[config.mk]
export PLATFORM = sky130hd
export DESIGN_NAME = line_wb_serializer_flat
export DESIGN_NICKNAME = d
export VERILOG_FILES = /design/src/rtl/line_wb_serializer_pkg.sv /design/src/rtl/line_wb_serializer_if.sv /design/src/rtl/line_wb_serializer_seg_sel.sv /design/src/rtl/line_wb_serializer.sv /design/src/flat_wrapper.sv
export SDC_FILE = /design/constraint.sdc
export NUM_CORES = 1
export LEC_CHECK = 0
export BUFFER_PORTS_ARGS = -buffer_cell sky130_fd_sc_hd__buf_2
export CORE_UTILIZATION = 30
export DETAILED_ROUTE_END_ITERATION = 16
export MAX_ROUTING_LAYER = met4
export PLACE_DENSITY = 0.49
export SLEW_MARGIN = 20
export SYNTH_ARGS = -nofsm -noshare
export SYNTH_HDL_FRONTEND = slang
export SYNTH_SLANG_ARGS = --single-unit
[constraint.sdc]
create_clock -name clk -period 2.1 [get_ports clk]
set_input_delay 0.21 -clock clk [delete_from_list [all_inputs] [get_ports clk]]
set_output_delay 0.21 -clock clk [all_outputs]
set_load 0.02 [all_outputs]
[src/rtl/line_wb_serializer_pkg.sv]
// Shared types and sizing helpers for the line write-back serializer.
package wb_pkg;

  typedef enum logic {IDLE, BUSY} state_t;

  // Width in bits of one cache line.
  function automatic int line_w(input int offset_len);
    return 1 << (offset_len + 3);
  endfunction

  // Number of segment-wide beats in a full line.
  function automatic int beats(input int offset_len, input int segment_width);
    return line_w(offset_len) / segment_width;
  endfunction

  // Index width, never narrower than one bit.
  function automatic int idx_w(input int offset_len, input int segment_width);
    int b;
    b = beats(offset_len, segment_width);
    return (b > 1) ? $clog2(b) : 1;
  endfunction

endpackage

[src/rtl/line_wb_serializer_if.sv]
// Line request and beat output channel bundle.
interface line_wb_serializer_if
  import wb_pkg::*;
#(
  parameter int Offset_len    = 6,
  parameter int Segment_width = 32
);
  localparam int LINE_W = line_w(Offset_len);
  localparam int IDX_W  = idx_w(Offset_len, Segment_width);

  logic                     in_valid;
  logic                     in_ready;
  logic [LINE_W-1:0]        in_line;
  logic [IDX_W-1:0]         in_start;
  logic [IDX_W-1:0]         in_len;
  logic                     out_valid;
  logic                     out_ready;
  logic [Segment_width-1:0] out_data;
  logic [IDX_W-1:0]         out_idx;
  logic                     out_last;
  logic                     done;

  modport slave (
    input  in_valid, in_line, in_start, in_len, out_ready,
    output in_ready, out_valid, out_data, out_idx, out_last, done
  );

  modport master (
    output in_valid, in_line, in_start, in_len, out_ready,
    input  in_ready, out_valid, out_data, out_idx, out_last, done
  );
endinterface

[src/rtl/line_wb_serializer_seg_sel.sv]
// Combinational selection of one segment out of a line.
module line_seg_sel #(
  parameter int LINE_W        = 512,
  parameter int Segment_width = 32,
  parameter int IDX_W         = 4
) (
  input  logic [LINE_W-1:0]        line,
  input  logic [IDX_W-1:0]         idx,
  output logic [Segment_width-1:0] seg
);

  // Indexed part-select scales to any line/segment geometry.
  always_comb begin
    seg = line[int'(idx) * Segment_width +: Segment_width];
  end

endmodule

[src/rtl/line_wb_serializer.sv]
// Captures a cache line and streams a wrap-around run of its segments as beats.
module line_wb_serializer
  import wb_pkg::*;
#(
  parameter int Offset_len    = 6,
  parameter int Segment_width = 32
) (
  input  logic                 clk,
  input  logic                 rstn,
  line_wb_serializer_if.slave  bus
);

  localparam int LINE_W = line_w(Offset_len);
  localparam int BEATS  = beats(Offset_len, Segment_width);
  localparam int IDX_W  = idx_w(Offset_len, Segment_width);

  state_t             state_q, state_d;
  logic [LINE_W-1:0]  line_q, line_d;
  logic [IDX_W-1:0]   ptr_q, ptr_d;
  logic [IDX_W-1:0]   remain_q, remain_d;
  logic               done_q, done_d;

  // Next-state: accept a line in IDLE, advance one segment per handshake in BUSY.
  always_comb begin
    state_d  = state_q;
    line_d   = line_q;
    ptr_d    = ptr_q;
    remain_d = remain_q;
    done_d   = 1'b0;
    case (state_q)
      IDLE: begin
        if (bus.in_valid) begin
          line_d   = bus.in_line;
          ptr_d    = bus.in_start;
          remain_d = bus.in_len;
          state_d  = BUSY;
        end
      end
      BUSY: begin
        if (bus.out_ready) begin
          if (remain_q == '0) begin
            state_d = IDLE;
            done_d  = 1'b1;
          end else begin
            ptr_d    = ptr_q + 1'b1;
            remain_d = remain_q - 1'b1;
          end
        end
      end
      default: state_d = IDLE;
    endcase
    if (BEATS == 1) begin
      ptr_d    = '0;
      remain_d = '0;
    end
  end

  // State, line buffer, counters and done flop; reset drops any burst in flight.
  always_ff @(posedge clk or negedge rstn) begin
    if (!rstn) begin
      state_q  <= IDLE;
      line_q   <= '0;
      ptr_q    <= '0;
      remain_q <= '0;
      done_q   <= 1'b0;
    end else begin
      state_q  <= state_d;
      line_q   <= line_d;
      ptr_q    <= ptr_d;
      remain_q <= remain_d;
      done_q   <= done_d;
    end
  end

  line_seg_sel #(
    .LINE_W        (LINE_W),
    .Segment_width (Segment_width),
    .IDX_W         (IDX_W)
  ) u_seg_sel (
    .line (line_q),
    .idx  (ptr_q),
    .seg  (bus.out_data)
  );

  assign bus.in_ready  = (state_q == IDLE);
  assign bus.out_valid = (state_q == BUSY);
  assign bus.out_last  = (state_q == BUSY) && (remain_q == '0);
  assign bus.out_idx   = ptr_q;
  assign bus.done      = done_q;

endmodule

[src/flat_wrapper.sv]
// flat-port wrapper written by rule: the top's interface ports become plain ports
module line_wb_serializer_flat import wb_pkg::*;
#(
  parameter int Offset_len    = 6,
  parameter int Segment_width = 32
)
  (clk, rstn, bus_in_valid, bus_in_line, bus_in_start, bus_in_len, bus_out_ready, bus_in_ready, bus_out_valid, bus_out_data, bus_out_idx, bus_out_last, bus_done);
  line_wb_serializer_if #(.Offset_len(Offset_len), .Segment_width(Segment_width)) bus_i ();
  input  logic clk;
  input  logic rstn;
  input wire logic [$bits(bus_i.in_valid)-1:0] bus_in_valid;
  input wire logic [$bits(bus_i.in_line)-1:0] bus_in_line;
  input wire logic [$bits(bus_i.in_start)-1:0] bus_in_start;
  input wire logic [$bits(bus_i.in_len)-1:0] bus_in_len;
  input wire logic [$bits(bus_i.out_ready)-1:0] bus_out_ready;
  output wire logic [$bits(bus_i.in_ready)-1:0] bus_in_ready;
  output wire logic [$bits(bus_i.out_valid)-1:0] bus_out_valid;
  output wire logic [$bits(bus_i.out_data)-1:0] bus_out_data;
  output wire logic [$bits(bus_i.out_idx)-1:0] bus_out_idx;
  output wire logic [$bits(bus_i.out_last)-1:0] bus_out_last;
  output wire logic [$bits(bus_i.done)-1:0] bus_done;
  assign bus_i.in_valid = bus_in_valid;
  assign bus_i.in_line = bus_in_line;
  assign bus_i.in_start = bus_in_start;
  assign bus_i.in_len = bus_in_len;
  assign bus_i.out_ready = bus_out_ready;
  assign bus_in_ready = bus_i.in_ready;
  assign bus_out_valid = bus_i.out_valid;
  assign bus_out_data = bus_i.out_data;
  assign bus_out_idx = bus_i.out_idx;
  assign bus_out_last = bus_i.out_last;
  assign bus_done = bus_i.done;
  line_wb_serializer #(.Offset_len(Offset_len), .Segment_width(Segment_width)) u_core (.clk(clk), .rstn(rstn), .bus(bus_i));
endmodule
==> results of run 1 <==
cell families after synthesis:
family | after synthesis
adder cells (fa/ha/maj) | 3
multiplexers | 131
buffers and inverters | 164
AO/OA/AOI/OAI | 82
flip-flops | 522
AND/OR/NAND/NOR | 1593
path summary, 6_finish.rpt:
check	start	endpoint	slack (ps)	cells after the start
max	u_core.bus.out_idx[0]	bus_out_data[22]	-720	7
min	rstn	u_core.line_q[3]	50	2
max reg2reg	u_core.remain_q[0]	u_core.bus.out_idx[0]	140	6
min reg2reg	u_core.line_q[478]	u_core.line_q[478]	470	2
max in group asynchronous	rstn	u_core.bus.out_idx[0]	1150	3
min in group clk	bus_in_start[0]	u_core.bus.out_idx[0]	60	3
cell usage after synthesis:
| cell type | count | area, sq um |
|---|---|---|
| nand3_1 | 3 | 15.01 |
| buf_2 | 18 | 90.09 |
| a32oi_1 | 1 | 8.760 |
| mux2i_1 | 3 | 30.03 |
| nor3b_1 | 1 | 7.510 |
| nand2b_1 | 2 | 12.51 |
| ha_1 | 3 | 37.54 |
| a22oi_1 | 64 | 480.5 |
| a21oi_1 | 6 | 30.03 |
| o2111ai_1 | 1 | 8.760 |
| dfrtp_1 | 522 | 13060 |
| clkbuf_1 | 110 | 412.9 |
| and3_1 | 1 | 6.260 |
| buf_1 | 21 | 78.83 |
| nor2_1 | 5 | 18.77 |
| o21ai_0 | 5 | 25.02 |
| nor3_1 | 1 | 5.000 |
| o22ai_1 | 1 | 6.260 |
| and2_1 | 2 | 12.51 |
| o211ai_1 | 1 | 7.510 |
| buf_4 | 6 | 45.04 |
| o21a_1 | 1 | 7.510 |
| or4_1 | 1 | 7.510 |
| inv_1 | 4 | 15.01 |
| nand2_1 | 1574 | 5908 |
| nor2b_1 | 3 | 18.77 |
| mux4_2 | 128 | 2883 |
| buf_6 | 5 | 56.30 |
| o21ai_1 | 1 | 5.000 |
| o32ai_1 | 1 | 8.760 |
sequential cells by signal (all words and copies together), names as in the netlist:
name                  cells
u_core.bus.done           1
u_core.bus.out_valid      1
u_core.remain_q           4
u_core.line_q           512
u_core.bus.out_idx        4
critical path, stage by stage (launching register included):
cell and delay (ps):
dfrtp_4 530, buf_12 170, buf_8 120, mux4_2 550, a22oi_1 210, buf_4 160, nand2_1 100, buf_2 180
stage by stage:
stage	hold slack (ps)	cell area (sq um)	setup slack (ps)
floorplan	-85.59	23310	90.30
detailed placement	101.9	28150	-300.1
CTS	39.48	36230	-757.9
finish	46.54	36440	-717.7
global route	70.43	36440	-778.0
global placement	101.8	28150	-247.9
cell type report:
cell class	count	area share, %
clock buffer	80	4.515
clock inverter	29	1.040
inverter	4	0.04120
multi-input combinational	1809	27.48
sequential	522	35.87
tap	1030	3.537
timing repair buffer	1233	27.52
power groups by stage:
stage               Combinational, W  Clock [W]  Sequential [W]
finish                        0.0232     0.0108          0.0184
global route                  0.0250     0.0114          0.0187
CTS                           0.0227     0.0110          0.0183
detailed placement            0.0193          0          0.0184
global placement              0.0189          0          0.0185
floorplan                     0.0119          0          0.0164
layer usage:
| metal | part of all wire (%) | routed length, um | up-vias |
|---|---|---|---|
| met2 | 49 | 51260 | 1070 |
| li1 | - | - | 10266 |
| met1 | 40 | 41790 | 11160 |
| met5 | 0 | 0 | - |
| met4 | 6.5 | 6911 | 0 |
| met3 | 5.3 | 5639 | 339 |
repair_timing:
action                                  4_1_cts  5_1_grt
pin swaps                                    20       21
buffers inserted                             21       11
hold buffers                                522        0
resized for setup                           143       45
hold endpoints to repair                    784        0
endpoints found under the setup margin       33       33
cloned                                        4        1
==> flow_metrics.env, run 1 <==
export IMPL_fin_ws_ps=-717.7
export IMPL_syn_inst=2495
export IMPL_gp_congestion=0.9580
export IMPL_start_util_pct=30.49
export IMPL_drv_cap=0
export IMPL_ys_seq_area_share_pct=56.04
export IMPL_leakage_nw=18.52
export IMPL_nFillCells=6999
export IMPL_diodes=0
export IMPL_fin_cells=4707
export IMPL_final_util_pct=47.66
export IMPL_mostFrequentLayoutCells="nand2_1, buf_2, dlygate4sd3_1"
export IMPL_num_nets_final=4155
export IMPL_via_count=22835
export IMPL_portBuffers=563
export IMPL_drive_above_1_share_pct=27.90
export IMPL_crit_type="flip-flop to output port"
export IMPL_crit_path_start_kind="flip-flop"
export IMPL_dieWidth_um=280.8
export IMPL_share_comb_of_total_power_pct=44.3
export IMPL_drv_slew=0
export IMPL_syn2layout_area_growth_pct=56.32
export IMPL_dp_cells=4044
export IMPL_powerDensity_nw_per_um2=1438
export IMPL_outcome="complete, but fails checks"
export IMPL_synth_warnings=0
export IMPL_clockBufferDepth=3
export IMPL_use_met2_pct=44.66
export IMPL_die_area_sq_um=78820
export IMPL_intPower_w=0.03234
export IMPL_cts_buffers=58
export IMPL_antenna_found_initial=0
export IMPL_regArea_sq_um=13070
export IMPL_grt_max_degree=105
export IMPL_synth_nets=3022
export IMPL_synthXorXnorAreaFrac_pct=0
export IMPL_grtUsageMet3_pct=3.084
export IMPL_htree_levels=2
export IMPL_p_clk_share_pct=20.7
export IMPL_setup_violations=32
export IMPL_synth_area_per_cell_sq_um=9.343
export IMPL_synthMuxAreaShare_pct=12.50
export IMPL_clk_pin_slew_ps=60
export IMPL_power_w=0.05239
export IMPL_viasPerCell=4.851
export IMPL_finalWirelength_mm=105.6
export IMPL_synth_top_family_by_area="simple AND/OR/NAND/NOR gates"
export IMPL_first_pass_iters=7
export IMPL_switching_share_pct=38.26
export IMPL_final_period_utilization_pct=134.2
export IMPL_worstPathArrival_ps=2610
export IMPL_rsz0062_at_grt="yes"
export IMPL_grt_use_total_pct=27.20
export IMPL_cts_tree="yes"
export IMPL_fmax_mhz=354.9
export IMPL_grt_pass1_vias=23964
export IMPL_drt_wirelength_per_cell_um=22.43
export IMPL_worstSkewPairLatency_ps=640
export IMPL_skew_ps=39.36
export IMPL_die_h_um=280.8
export IMPL_drt_iter0_drc=1940
export IMPL_syn_area_sq_um=23310
export IMPL_drc=0
export IMPL_use_met1_pct=32.45
export IMPL_tns_ps=-20950
export IMPL_cp_data_required_time_ps=1890
export IMPL_synth_seq_cells=522
export IMPL_yosysUniqueCellTypes=30
export IMPL_rows=101
export IMPL_ir_drop_v=0.001046
export IMPL_multi_input_area_sq_um=10010
export IMPL_hold_viol=0
export IMPL_hpwl_mm=77.02
export IMPL_violations="setup timing"
export IMPL_hold_class="input port to asynchronous set/reset pin"
export IMPL_pin_count=564
export IMPL_synth_compound_area_share_pct=2.523
export IMPL_grt_overflow=0
export IMPL_busiest_layer="met2"
export IMPL_pwr_share_seq_pct=35.0
export IMPL_core_region_area_sq_um=76450
export IMPL_p_switching_w=0.02004
export IMPL_path_max_fanout=8
export IMPL_cts_root_buf="clkbuf_16"
export IMPL_yosys_area_share_simple_pct=25.79
export IMPL_antenna_left=0
export IMPL_grt_pass1_wl_mm=151.2
export IMPL_max_slew_margin_rel_pct=52.01
export IMPL_crit_path_end_kind="output port"
export IMPL_layout_commonest_cell="nand2_1"
export IMPL_worstMarginPinSlew_ps=719.8
export IMPL_synthAdderAreaFrac_pct=0.1610
export IMPL_period_minus_slack_ps=2818
export IMPL_cts_sinks=522
Note: power is estimated with default switching activity, not from simulation.
==> run 2, diff against run 1 <==
--- a/config.mk
+++ b/config.mk
@@ -9,8 +9,8 @@
 export CORE_UTILIZATION = 30
 export DETAILED_ROUTE_END_ITERATION = 16
 export MAX_ROUTING_LAYER = met4
-export PLACE_DENSITY = 0.49
 export SLEW_MARGIN = 20
 export SYNTH_ARGS = -nofsm -noshare
 export SYNTH_HDL_FRONTEND = slang
+export SYNTH_HIERARCHICAL = 1
 export SYNTH_SLANG_ARGS = --single-unit
==> run 2 against run 1 <==
The flow still finishes with violations (setup timing); core utilization shrank 0.51 points; die area rose by 0.68%; final cell count is 21% lower; critical endpoint is now bus_out_data[7]; sequential power is essentially flat; sequential cell count did not move.
==> flow_metrics.env, run 2 <==
export IMPL_outcome="complete, but fails checks"
export IMPL_violations="setup timing"
export IMPL_drv_slew=0
export IMPL_worstPathArrival_ps=2650
export IMPL_die_area_sq_um=79360
export IMPL_p_clk_share_pct=19.9
export IMPL_leakage_nw=16.28
export IMPL_largest_reg_flops=512
export IMPL_drt_iter0_drc=875
export IMPL_max_slew_margin_rel_pct=48.71
export IMPL_fin_ws_ps=-759.6
export IMPL_layout_commonest_cell="buf_2"
export IMPL_ir_drop_v=0.001179
export IMPL_hold_class="input port to flip-flop"
export IMPL_portBuffers=563
export IMPL_cp_buffers_inverters=5
export IMPL_hpwl_mm=65.08
export IMPL_crit_family="buffers and inverters"
export IMPL_ys_seq_area_share_pct=55.65
export IMPL_tns_ps=-21500
export IMPL_p_switching_w=0.01872
export IMPL_synth_nets=1943
export IMPL_design_area_sq_um=36530
export IMPL_drc=0
export IMPL_synth_warnings=6
export IMPL_worstSkewPairLatency_ps=620
export IMPL_finalWirelength_mm=89.81
export IMPL_crit_path_start_kind="flip-flop"
export IMPL_rows=102
export IMPL_largest_register="u_core/line_q"
export IMPL_period_minus_slack_ps=2860
export IMPL_worstRegToRegCells=7
export IMPL_yosys_top_cells_count="dfrtp_1, mux2_1, mux2_2"
export IMPL_synth_seq_cells=522
export IMPL_cts_root_buf="clkbuf_16"
export IMPL_path_max_fanout=7
export IMPL_cts_tree="yes"
export IMPL_setup_violations=32
export IMPL_fmax_mhz=349.7
export IMPL_share_comb_of_total_power_pct=45.3
export IMPL_crit_type="flip-flop to output port"
export IMPL_path_cells="buf_12, buf_12, buf_12, mux4_2, a22oi_2, buf_6, nand2_4, buf_6"
export IMPL_critical_path_max_stage_delay_ps=510
export IMPL_grt_use_total_pct=23.07
export IMPL_crit_reg2reg_capture="u_core/bus.out_valid"
export IMPL_grt_max_degree=67
export IMPL_synth_area_per_cell_sq_um=16.58
export IMPL_first_pass_iters=5
export IMPL_crit_path_end_kind="output port"
export IMPL_switching_share_pct=35.74
export IMPL_grt_overflow=0
export IMPL_num_nets_final=3143
export IMPL_drive_above_1_share_pct=44.52
export IMPL_die_h_um=281.7
export IMPL_synth_flop_cell="dfrtp_1"
export IMPL_powerDensity_nw_per_um2=1434
export IMPL_syn_area_sq_um=23470
export IMPL_ff2ff_setup_slack_ps=130
export IMPL_synth_async_sr_flop_share_pct=100.0
export IMPL_r2r_start="u_core/remain_q[0]"
export IMPL_final_util_pct=47.15
export IMPL_drt_wirelength_per_cell_um=24.13
export IMPL_htree_levels=2
export IMPL_cts_sinks=522
export IMPL_pin_count=564
export IMPL_clk_pin_slew_ps=60
export IMPL_syn_inst=1416
export IMPL_endpoint="bus_out_data[7]"
export IMPL_dieWidth_um=281.7
export IMPL_viasPerCell=4.760
export IMPL_cts_buffers=61
export IMPL_path_common_cell="buf_12"
export IMPL_synth_area_leaders="dfrtp_1, mux2_1, mux4_2"
export IMPL_yosysTopAreaCell="dfrtp_1"
export IMPL_fin_cells=3722
export IMPL_via_count=17717
export IMPL_grt_pass1_wl_mm=129.5
export IMPL_cp_data_required_time_ps=1890
export IMPL_dp_cells=3039
export IMPL_grt_pass1_vias=20065
export IMPL_yosysUniqueCellTypes=30
export IMPL_final_period_utilization_pct=136.2
export IMPL_antenna_found_initial=21
export IMPL_synth_edf_count=0
export IMPL_synth_most_common_cell="dfrtp_1"
export IMPL_rsz0062_at_grt="yes"
export IMPL_worstMarginPinSlew_ps=769.3
export IMPL_hold_viol=0
export IMPL_intPower_w=0.03366
export IMPL_dpl_cell_area_sq_um=28270
export IMPL_core_region_area_sq_um=77470
export IMPL_mostFrequentLayoutCells="buf_2, dlygate4sd3_1, dfrtp_1"
export IMPL_synth_top_area_share_pct=55.65
export IMPL_clockBufferDepth=3
export IMPL_cpMaxStageDelayCell="dfrtp_4"
export IMPL_drv_cap=0
export IMPL_gp_congestion=0.9251
export IMPL_critical_path_cell_count=8
export IMPL_start_util_pct=30.30
export IMPL_syn2layout_area_growth_pct=55.62
export IMPL_crit_path_start="u_core/bus.out_idx[0]"
export IMPL_antenna_left=0
export IMPL_skew_ps=27.71
export IMPL_pwr_share_seq_pct=34.8
## run 2: routing by layer
metal	share of wire, %	track usage [%]
met3	5.2	4.475
met2	52	39.84
met1	39	25.96
met5	0	-
met4	4.2	9.824
## run 2: through the flow
| step | total power [W] | hold WS [ps] | worst slack (ps) |
|---|---|---|---|
| CTS | 0.05190 | 33.62 | -829.6 |
| detailed placement | 0.03866 | 264.2 | -304.4 |
| finish | 0.05238 | 81.37 | -759.6 |
| floorplan | 0.02839 | -85.59 | 26.81 |
| global route | 0.05506 | 51.65 | -827.4 |
| global placement | 0.03811 | 266.6 | -320.3 |
## run 2: final cells by class
cell class	instances	area, sq um
fill	6597	40940
sequential	522	13070
timing repair buffer	1239	10100
multi-input combinational	787	9997
clock buffer	86	1740
tap	1040	1301
clock inverter	23	245.2
antenna	20	50.05
inverter	5	21.27
## run 2: tightest hold or removal path, delay by kind of cell
kind                   cells  cell delay [ps]
buffers and inverters      1              100
AO/OA/AOI/OAI              2              320
## run 2: worst min path at each step
stage	from	end	slack, ps	depth (start not counted)
after detailed placement	rstn	u_core/line_q[309]	260	1
after floorplan	rstn	u_core/bus.done	-90	0
after CTS	bus_in_start[0]	u_core/bus.out_idx[0]	30	3
after global placement	rstn	u_core/line_q[301]	270	1
after global routing	bus_in_start[0]	u_core/bus.out_idx[0]	50	3
final	bus_in_start[0]	u_core/bus.out_idx[0]	80	3
## run 2: logic make-up (layout without fill, tap and decap cells)
logic type | after synthesis | in the layout | share of synthesized area, %
compound gates | 85 | 85 | 2.580
fa+ha+maj | 3 | 3 | 0.1599
buf+inv | 107 | 1353 | 3.486
flops | 522 | 522 | 55.65
mux | 645 | 645 | 37.06
other cells | 0 | 20 | 0
simple gates | 54 | 54 | 1.061
## run 2: power groups by stage
stage               registers (W)  clock network [W]  logic (W)
CTS                        0.0182             0.0107     0.0231
finish                     0.0182             0.0104     0.0237
global placement           0.0181                  0     0.0200
floorplan                  0.0166                  0     0.0117
detailed placement         0.0183                  0     0.0203
global route               0.0187             0.0111     0.0252
## run 2: what timing repair did
item / 4_1_cts / 5_1_grt
endpoints found under the setup margin: 33 / 34
endpoints found under the hold margin: 566 / 0
setup buffers: 13 / 15
gates resized for setup: 121 / 59
pin swaps: 8 / 18
gates cloned: 0 / 2
hold buffers: 524 / 0
==> run 3, diff against run 2 <==
--- a/config.mk
+++ b/config.mk
@@ -5,9 +5,10 @@
 export SDC_FILE = /design/constraint.sdc
 export NUM_CORES = 1
 export LEC_CHECK = 0
-export BUFFER_PORTS_ARGS = -buffer_cell sky130_fd_sc_hd__buf_2
 export CORE_UTILIZATION = 30
+export CTS_CLUSTER_SIZE = 30
 export DETAILED_ROUTE_END_ITERATION = 16
+export DONT_BUFFER_PORTS = 1
 export MAX_ROUTING_LAYER = met4
 export SLEW_MARGIN = 20
 export SYNTH_ARGS = -nofsm -noshare
==> run 3 against run 2 <==
Combinational power shrank 5%; global-route usage is 2.1 points lower; critical path depth down 1; final area decreased by 8.6%; the flow finishes with violations (hold timing, setup timing); clock-buffer cell count decreased by 9; clock skew shrank 3.0 ps.
==> flow_metrics.env, run 3 (synthesized netlist as in run 2, its figures left out) <==
export IMPL_layout_commonest_cell="dlygate4sd3_1"
export IMPL_drt_wirelength_per_cell_um=26.10
export IMPL_antenna_found_initial=16
export IMPL_num_nets_final=2581
export IMPL_crit_type="flip-flop to output port"
export IMPL_cts_hold_buf=523
export IMPL_rsz0062_at_grt="yes"
export IMPL_worstRegToRegCells=6
export IMPL_drt_iter0_drc=739
export IMPL_path_max_fanout=8
export IMPL_critical_path_max_stage_delay_ps=540
export IMPL_drv_cap=0
export IMPL_crit_family="buffers and inverters"
export IMPL_drc=0
export IMPL_cp_buffers_inverters=4
export IMPL_mostFrequentLayoutCells="dlygate4sd3_1, dfrtp_1, mux2_1"
export IMPL_rows=102
export IMPL_crit_reg2reg_capture="u_core/remain_q[2]"
export IMPL_drv_slew=0
export IMPL_critical_path_cell_count=7
export IMPL_cp_data_required_time_ps=1890
export IMPL_cts_root_buf="clkbuf_16"
export IMPL_dieWidth_um=281.7
export IMPL_crit_path_end_kind="output port"
export IMPL_drive_above_1_share_pct=28.82
export IMPL_grt_max_degree=523
export IMPL_gp_congestion=0.8499
export IMPL_first_pass_iters=5
export IMPL_largest_register="u_core/line_q"
export IMPL_skew_ps=24.66
export IMPL_outcome="complete, but fails checks"
export IMPL_worstPathArrival_ps=2650
export IMPL_setup_violations=32
export IMPL_worstSkewPairLatency_ps=620
export IMPL_leakage_nw=14.03
export IMPL_period_minus_slack_ps=2856
export IMPL_clockBufferDepth=3
export IMPL_grt_pass1_vias=17651
export IMPL_r2r_start="u_core/bus.out_valid"
export IMPL_largest_reg_flops=512
export IMPL_path_common_cell="buf_4"
export IMPL_violations="hold timing, setup timing"
export IMPL_fmax_mhz=350.2
export IMPL_finalWirelength_mm=82.39
export IMPL_crit_path_start_kind="flip-flop"
export IMPL_via_count=15309
export IMPL_place_ws_ps=-265.0
export IMPL_die_h_um=281.7
export IMPL_hold_class="input port to asynchronous set/reset pin"
export IMPL_cts_buffers=60
export IMPL_viasPerCell=4.849
export IMPL_htree_levels=2
export IMPL_final_period_utilization_pct=136.0
export IMPL_ir_drop_v=0.0008652
export IMPL_antenna_left=0
export IMPL_hold_viol=522
export IMPL_syn2layout_area_growth_pct=42.18
export IMPL_worstMarginPinSlew_ps=1169
export IMPL_clk_pin_slew_ps=60
export IMPL_path_cells="buf_12, buf_16, mux4_2, a22oi_1, buf_4, nand2_1, buf_4"
export IMPL_grt_overflow=0
export IMPL_max_slew_margin_rel_pct=22.04
export IMPL_cts_tree="yes"
export IMPL_ff2ff_setup_slack_ps=150
export IMPL_start_util_pct=30.30
export IMPL_powerDensity_nw_per_um2=1552
export IMPL_hpwl_mm=59.18
export IMPL_cpMaxStageDelayCell="mux4_2"
export IMPL_portBuffers=0
export IMPL_nFillCells=6802
export IMPL_die_area_sq_um=79360
export IMPL_grt_pass1_wl_mm=116.7
export IMPL_cts_sinks=522
export IMPL_grt_use_total_pct=21.01
export IMPL_worst_hold_slack_ps=-692.9
export IMPL_core_region_area_sq_um=77470
export IMPL_pin_count=564
export IMPL_fin_ws_ps=-755.5
## run 3: cell types whose count changed in the layout (fill, tap and decap cells not counted), moves of 6 or more
| cell | change |
|---|---|
| a22oi_1 | +20 |
| a22oi_2 | -20 |
| buf_12 | -17 |
| buf_2 | -538 |
| buf_6 | -7 |
| bufinv_16 | +6 |
| clkbuf_1 | -7 |
| diode_2 | -6 |
| nand2_4 | -7 |
## run 3: routing by layer
layer | global-route usage [%] | part of all wire, % | vias to the layer above
met5 | - | 0 | -
met4 | 10.05 | 4.7 | 0
met3 | 4.798 | 6.2 | 151
met2 | 35.37 | 51 | 531
met1 | 23.52 | 38 | 7997
li1 | - | - | 6630
## run 3: worst max-delay path by stage
stage,startpoint,endpoint,slack [ps]
floorplan,u_core/bus.out_idx[0],bus_out_data[13],30
global placement,u_core/bus.out_idx[0],bus_out_data[8],-270
detailed placement,u_core/bus.out_idx[0],bus_out_data[31],-270
CTS,u_core/bus.out_idx[0],bus_out_data[26],-840
global route,u_core/bus.out_idx[0],bus_out_data[1],-840
finish,u_core/bus.out_idx[0],bus_out_data[18],-760
## run 3: area by class of cell
type,count,area [sq um],share of cell area (%)
diodes,14,35.03,0.1050
clock buffers,77,1675,5.020
clock inverters,34,419.2,1.256
inverters,5,18.77,0.05624
multi-input cells,787,9833,29.46
flip-flops and latches,522,13070,39.16
well taps,1040,1301,3.899
repair buffers,678,7020,21.04
## run 3: repair_timing
item / 4_1_cts / 5_1_grt
setup endpoints to repair: 32 / 32
gates cloned: 2 / 1
endpoints found under the hold margin: 1044 / 522
pin swaps: 16 / 11
buffers inserted: 16 / 5
gates resized for setup: 83 / 30
## run 3: power breakdown
part	internal, W	switching (W)
combinational	0.0119	0.0107
sequential	0.0150	0.00313
clock	0.00663	0.00441
total	0.0336	0.0182
## run 3: stage by stage
stage                     cells  total power, W  util [%]  TNS [ps]  instance area [sq um]
after global placement     2486         0.03778     32.68     -3716                  25320
after floorplan            1416         0.02839         -         0                  23470
after global routing       3157         0.05448     43.08    -25530                  33370
after detailed placement   2486         0.03833     32.68     -3851                  25320
final                      3157         0.05179     43.08    -22320                  33370
after CTS                  3138         0.05201     42.83    -25230                  33180
